## src/rtl/uart_rx.sv

```systemverilog
// rtl/uart_rx.sv - oversampling UART receiver with 3-sample majority vote, parity and stop checking
module uart_rx #(
  parameter int DATA_WIDTH = 8
) (
  input  logic                  clk,
  input  logic                  rst,
  input  logic                  rx_in,
  input  logic [5:0]            prescale,
  input  logic                  par_en,
  input  logic                  par_typ,
  output logic [DATA_WIDTH-1:0] p_data,
  output logic                  data_valid,
  output logic                  par_err,
  output logic                  stp_err
);

  localparam int BW = (DATA_WIDTH > 1) ? $clog2(DATA_WIDTH) : 1;

  typedef enum logic [2:0] {
    IDLE   = 3'd0,
    START  = 3'd1,
    DATA   = 3'd2,
    PARITY = 3'd3,
    STOP   = 3'd4
  } state_t;

  state_t                state;
  state_t                state_nxt;

  logic [5:0]            edge_cnt;
  logic [BW-1:0]         bit_cnt;
  logic [DATA_WIDTH-1:0] shift_reg;
  logic                  par_flag;
  logic                  samp_a;
  logic                  samp_b;
  logic                  sampled_bit;

  logic [5:0]            last_edge;
  logic [5:0]            mid_edge;
  logic                  end_of_bit;
  logic                  last_data_bit;
  logic                  par_expected;
  logic                  frame_done;
  logic                  start_seen;

  logic                  valid_d;
  logic                  par_err_d;
  logic                  stp_err_d;

  // Bit-period geometry derived from the oversampling ratio. The three
  // samples straddle the centre of the bit; the decision waits for the
  // last edge so the registered majority is settled by then.
  assign last_edge     = prescale - 6'd1;
  assign mid_edge      = {1'b0, prescale[5:1]};
  assign end_of_bit    = (state != IDLE) && (edge_cnt == last_edge);
  assign last_data_bit = (bit_cnt == BW'(DATA_WIDTH - 1));
  assign par_expected  = (^shift_reg) ^ par_typ;
  assign frame_done    = (state == STOP) && end_of_bit;
  assign start_seen    = (state == IDLE) && !rx_in;

  // State register.
  always_ff @(posedge clk or negedge rst) begin
    if (!rst) begin
      state <= IDLE;
    end else begin
      state <= state_nxt;
    end
  end

  // Next-state decode; every transition out of a frame state happens at end-of-bit.
  always_comb begin
    state_nxt = state;
    case (state)
      IDLE: begin
        if (!rx_in) begin
          state_nxt = START;
        end
      end
      START: begin
        if (end_of_bit) begin
          // A start bit that votes high was a glitch on the line.
          state_nxt = sampled_bit ? IDLE : DATA;
        end
      end
      DATA: begin
        if (end_of_bit && last_data_bit) begin
          state_nxt = par_en ? PARITY : STOP;
        end
      end
      PARITY: begin
        if (end_of_bit) begin
          state_nxt = STOP;
        end
      end
      STOP: begin
        if (end_of_bit) begin
          state_nxt = IDLE;
        end
      end
      default: begin
        state_nxt = IDLE;
      end
    endcase
  end

  // Frame result decode; the pulses are registered below so they land one cycle after the stop bit ends.
  always_comb begin
    valid_d   = 1'b0;
    par_err_d = 1'b0;
    stp_err_d = 1'b0;
    if (frame_done) begin
      stp_err_d = !sampled_bit;
      par_err_d = par_flag;
      valid_d   = sampled_bit && !par_flag;
    end
  end

  // Output registers: single-cycle pulses, p_data only moves on a clean frame.
  always_ff @(posedge clk or negedge rst) begin
    if (!rst) begin
      data_valid <= 1'b0;
      par_err    <= 1'b0;
      stp_err    <= 1'b0;
      p_data     <= '0;
    end else begin
      data_valid <= valid_d;
      par_err    <= par_err_d;
      stp_err    <= stp_err_d;
      if (valid_d) begin
        p_data <= shift_reg;
      end
    end
  end

  // Edge and bit counters. The detection cycle is edge 0, so the counter
  // starts at 1 when leaving IDLE and is parked at 0 while idle.
  always_ff @(posedge clk or negedge rst) begin
    if (!rst) begin
      edge_cnt <= '0;
      bit_cnt  <= '0;
    end else if (state == IDLE) begin
      edge_cnt <= rx_in ? 6'd0 : 6'd1;
      bit_cnt  <= '0;
    end else begin
      if (end_of_bit) begin
        edge_cnt <= '0;
      end else begin
        edge_cnt <= edge_cnt + 6'd1;
      end
      if (end_of_bit && (state == START)) begin
        bit_cnt <= '0;
      end else if (end_of_bit && (state == DATA)) begin
        bit_cnt <= bit_cnt + 1'b1;
      end
    end
  end

  // Three samples around mid-bit; the third one resolves the majority into sampled_bit.
  always_ff @(posedge clk or negedge rst) begin
    if (!rst) begin
      samp_a      <= 1'b0;
      samp_b      <= 1'b0;
      sampled_bit <= 1'b0;
    end else if (state != IDLE) begin
      if (edge_cnt == mid_edge - 6'd1) begin
        samp_a <= rx_in;
      end
      if (edge_cnt == mid_edge) begin
        samp_b <= rx_in;
      end
      if (edge_cnt == mid_edge + 6'd1) begin
        sampled_bit <= (samp_a & samp_b) | (samp_a & rx_in) | (samp_b & rx_in);
      end
    end
  end

  // Data shift register (LSB arrives first) and sticky parity mismatch for the current frame.
  always_ff @(posedge clk or negedge rst) begin
    if (!rst) begin
      shift_reg <= '0;
      par_flag  <= 1'b0;
    end else begin
      if ((state == DATA) && end_of_bit) begin
        shift_reg <= {sampled_bit, shift_reg[DATA_WIDTH-1:1]};
      end
      if (start_seen) begin
        par_flag <= 1'b0;
      end else if ((state == PARITY) && end_of_bit && (sampled_bit != par_expected)) begin
        par_flag <= 1'b1;
      end
    end
  end

endmodule
```

## config.mk

```make
export PLATFORM = sky130hd
export DESIGN_NAME = uart_rx
export DESIGN_NICKNAME = d
export VERILOG_FILES = /design/src/rtl/uart_rx.sv
export SDC_FILE = /design/constraint.sdc
export NUM_CORES = 1
export LEC_CHECK = 0
export ABC_AREA = 1
export CORE_MARGIN = 3
export CORE_UTILIZATION = 36
export CTS_CLUSTER_DIAMETER = 100
export DETAILED_ROUTE_END_ITERATION = 16
export HOLD_SLACK_MARGIN = 0.03
export SLEW_MARGIN = 20
export SYNTH_ARGS = -nofsm -noshare
export SYNTH_HDL_FRONTEND = slang
export SYNTH_SLANG_ARGS = --single-unit
```

## constraint.sdc

```tcl
create_clock -name clk -period 1.94 [get_ports clk]
set_input_delay 0.194 -clock clk [delete_from_list [all_inputs] [get_ports clk]]
set_output_delay 0.194 -clock clk [all_outputs]
set_load 0.02 [all_outputs]
```

==> results.json <==
{
  "grt_pass1_wl_um": 8860,
  "hp-class": "in -> async",
  "drtIter0Drc": 64,
  "crit_start": "edge_cnt[5]",
  "setup_viol": 0,
  "p_per_area_nw_per_um2": 925,
  "dp_slack_ps": -239,
  "boundaryPins": 22,
  "synth_edf_count": 0,
  "crit_family": "simple AND/OR/NAND/NOR gates",
  "seq_power_share_pct": 37.7,
  "start_util_pct": 37.4,
  "wl_met1_um": 2450,
  "met2WireLength_um": 2500,
  "yosysWarnings": 0,
  "path_common_cell": "nand2_1",
  "clockPowerShare_pct": 19.4,
  "drv_cap": 0,
  "cp_cell_sequence": "inv_1 > nand2_1 > nand2_1 > xor2_4 > nand3_4 > nor2_8 > buf_12 > nand3_1 > nand2_1",
  "p_leak_nw": 1.52,
  "dr.pass1.iters": 4,
  "wl_per_cell_um": 12.0,
  "yosysSeqAreaShare_pct": 39.3,
  "die_w_um": 84.7,
  "drc": 0,
  "htreeDepth": 2,
  "diodes": 0,
  "highest_layer": "met4",
  "r2r-start": "edge_cnt[5]",
  "regToRegEndpoint": "p_data[3]",
  "numCtsBuffers": 5,
  "p_switching_mw": 1.11,
  "ys.flop_type": "dfrtp_1",
  "hold_viol": 0,
  "intPower_mw": 1.55,
  "wl_um": 5140,
  "layout_commonest_cell": "nand2_1",
  "core_area_um2": 5960,
  "cp_slowest_stage_delay_ps": 440,
  "nets": 369,
  "first_global_vias": 1947,
  "status": "finished, final reports clean",
  "syn2layout_area_growth_pct": 29.1,
  "synth_cell_types": 33,
  "io_buffers": 21,
  "maxSlewViolCount": 0,
  "power_frac_comb_pct": 43.0,
  "via_per_inst": 4.75,
  "die_h_um": 84.7,
  "dieArea_um2": 7170,
  "synth_fp_nets": 316,
  "final_cell_mix": "95 x nand2_1, 35 x dfrtp_1, 30 x inv_1",
  "row_count": 28,
  "fin_skew_ps": 7.37,
  "ys_ff_latch": 35,
  "grt_max_degree": 36,
  "insertion_delay_ps": 280,
  "swShare_pct": 41.7,
  "antenna_found_initial": 0,
  "crit_slowest_cell": "dfrtp_1",
  "worst_setup_path_end_kind": "flop",
  "worstPathMaxFanout": 7,
  "fillers": 609,
  "cp-start-kind": "flop",
  "avgSynthCellArea_um2": 7.48,
  "layout_setup_ws_ps": 126,
  "synthArstFlopShare_pct": 100,
  "drive_gt1_share_pct": 17.6,
  "critPathBufInv": 2,
  "worstMarginPinSlew_ps": 450,
  "cp_num_cells": 9,
  "fmax_mhz": 551,
  "vias": 2027,
  "path_class": "reg -> reg",
  "cts_buffer_depth": 2,
  "synth_area_um2": 2230,
  "finalCritPeriodShare_pct": 93.5,
  "synthCells": 298,
  "overflow": 0,
  "slew_headroom_pct": 70.0,
  "clkTransAtPathRegs_ps": 70,
  "period_needed_ps": 1810,
  "whs_ps": 321,
  "root_buffer": "clkbuf_8",
  "worstPathArrival_ps": 2040,
  "rrSetupSlack_ps": 130,
  "grt_usage_pct": 15.0,
  "crit_required_ps": 2170,
  "place.gp.congestion": 0.816,
  "dp_hpwl_um": 3910,
  "ff2ff_path_depth": 9,
  "ant_nets": 0,
  "dr_wl_met3_um": 117,
  "peakVddDrop_uv": 434,
  "setup_tns_ps": 0,
  "endpoint": "p_data[3]",
  "cts_num_sinks": 35,
  "cts_tree": "done"
}
## layout make-up
cell class / instances / area [um^2] / share of cell area (%)
multi-input cells: 218 / 1210 / 42.1
flip-flops and latches: 35 / 876 / 30.4
repair buffers: 49 / 454 / 15.8
inverters: 42 / 158 / 5.48
well taps: 75 / 93.8 / 3.26
clock buffers: 6 / 72.6 / 2.52
clock inverters: 2 / 12.5 / 0.435
## power by group through the flow
| stage | Sequential [mW] | Clock [mW] | Combinational, mW |
|---|---|---|---|
| global placement | 1.01 | 0 | 1.11 |
| CTS | 1.00 | 0.533 | 1.14 |
| finish | 1.00 | 0.515 | 1.14 |
| global route | 1.03 | 0.558 | 1.32 |
| detailed placement | 1.02 | 0 | 1.13 |
| floorplan | 0.970 | 0 | 0.852 |
## synthesized netlist by cell type, types with 3 or more instances
| master | number | area, um^2 |
|---|---|---|
| ha_1 | 7 | 87.6 |
| xnor2_1 | 9 | 78.8 |
| xor2_1 | 9 | 78.8 |
| inv_1 | 32 | 120 |
| a21oi_1 | 4 | 20.0 |
| nor3_1 | 5 | 25.0 |
| nand4_1 | 6 | 37.5 |
| nand2_1 | 98 | 368 |
| inv_2 | 8 | 30.0 |
| o21ai_0 | 3 | 15.0 |
| dfrtp_1 | 35 | 876 |
| nor2_1 | 19 | 71.3 |
| o21ai_1 | 9 | 45.0 |
| nand3_1 | 27 | 135 |
## worst min-delay path by stage
stage,from,to,slack [ps]
global placement,p_data[3],p_data[3],460
floorplan,rst,bit_cnt[0],-100
detailed placement,p_data[5],p_data[5],460
CTS,rst,p_data[4],340
finish,rst,p_data[3],320
global route,rst,p_data[3],370
## stage by stage
step                area, um^2  total power, mW  std cells  utilization [%]
floorplan                 2230             1.82        298                -
global placement          2710             2.13        416             45.5
detailed placement        2710             2.15        416             45.5
CTS                       2790             2.68        424             46.9
global route              2880             2.91        427             48.3
finish                    2880             2.66        427             48.3
## logic make-up (layout without fill, tap and decap cells)
logic type	count (synthesis)	after routing	share of synthesized area, %
simple gates	169	170	34.8
buf+inv	46	99	8.53
flops	35	35	39.3
compound gates	21	21	5.16
xor+xnor	19	19	7.80
fa+ha+maj	8	8	4.38
## repair_timing
item,CTS,global route
endpoints found under the setup margin,0,18
setup buffers,0,2
hold endpoints to repair,0,0
hold buffers,0,0
gates resized for setup,0,12
## metal layers
metal	up-vias	track usage (%)
li1	1049	-
met1	950	20.0
met2	21	25.1
met3	7	2.06
met4	0	4.60
met5	-	0
(Power assumes the default switching activity.)
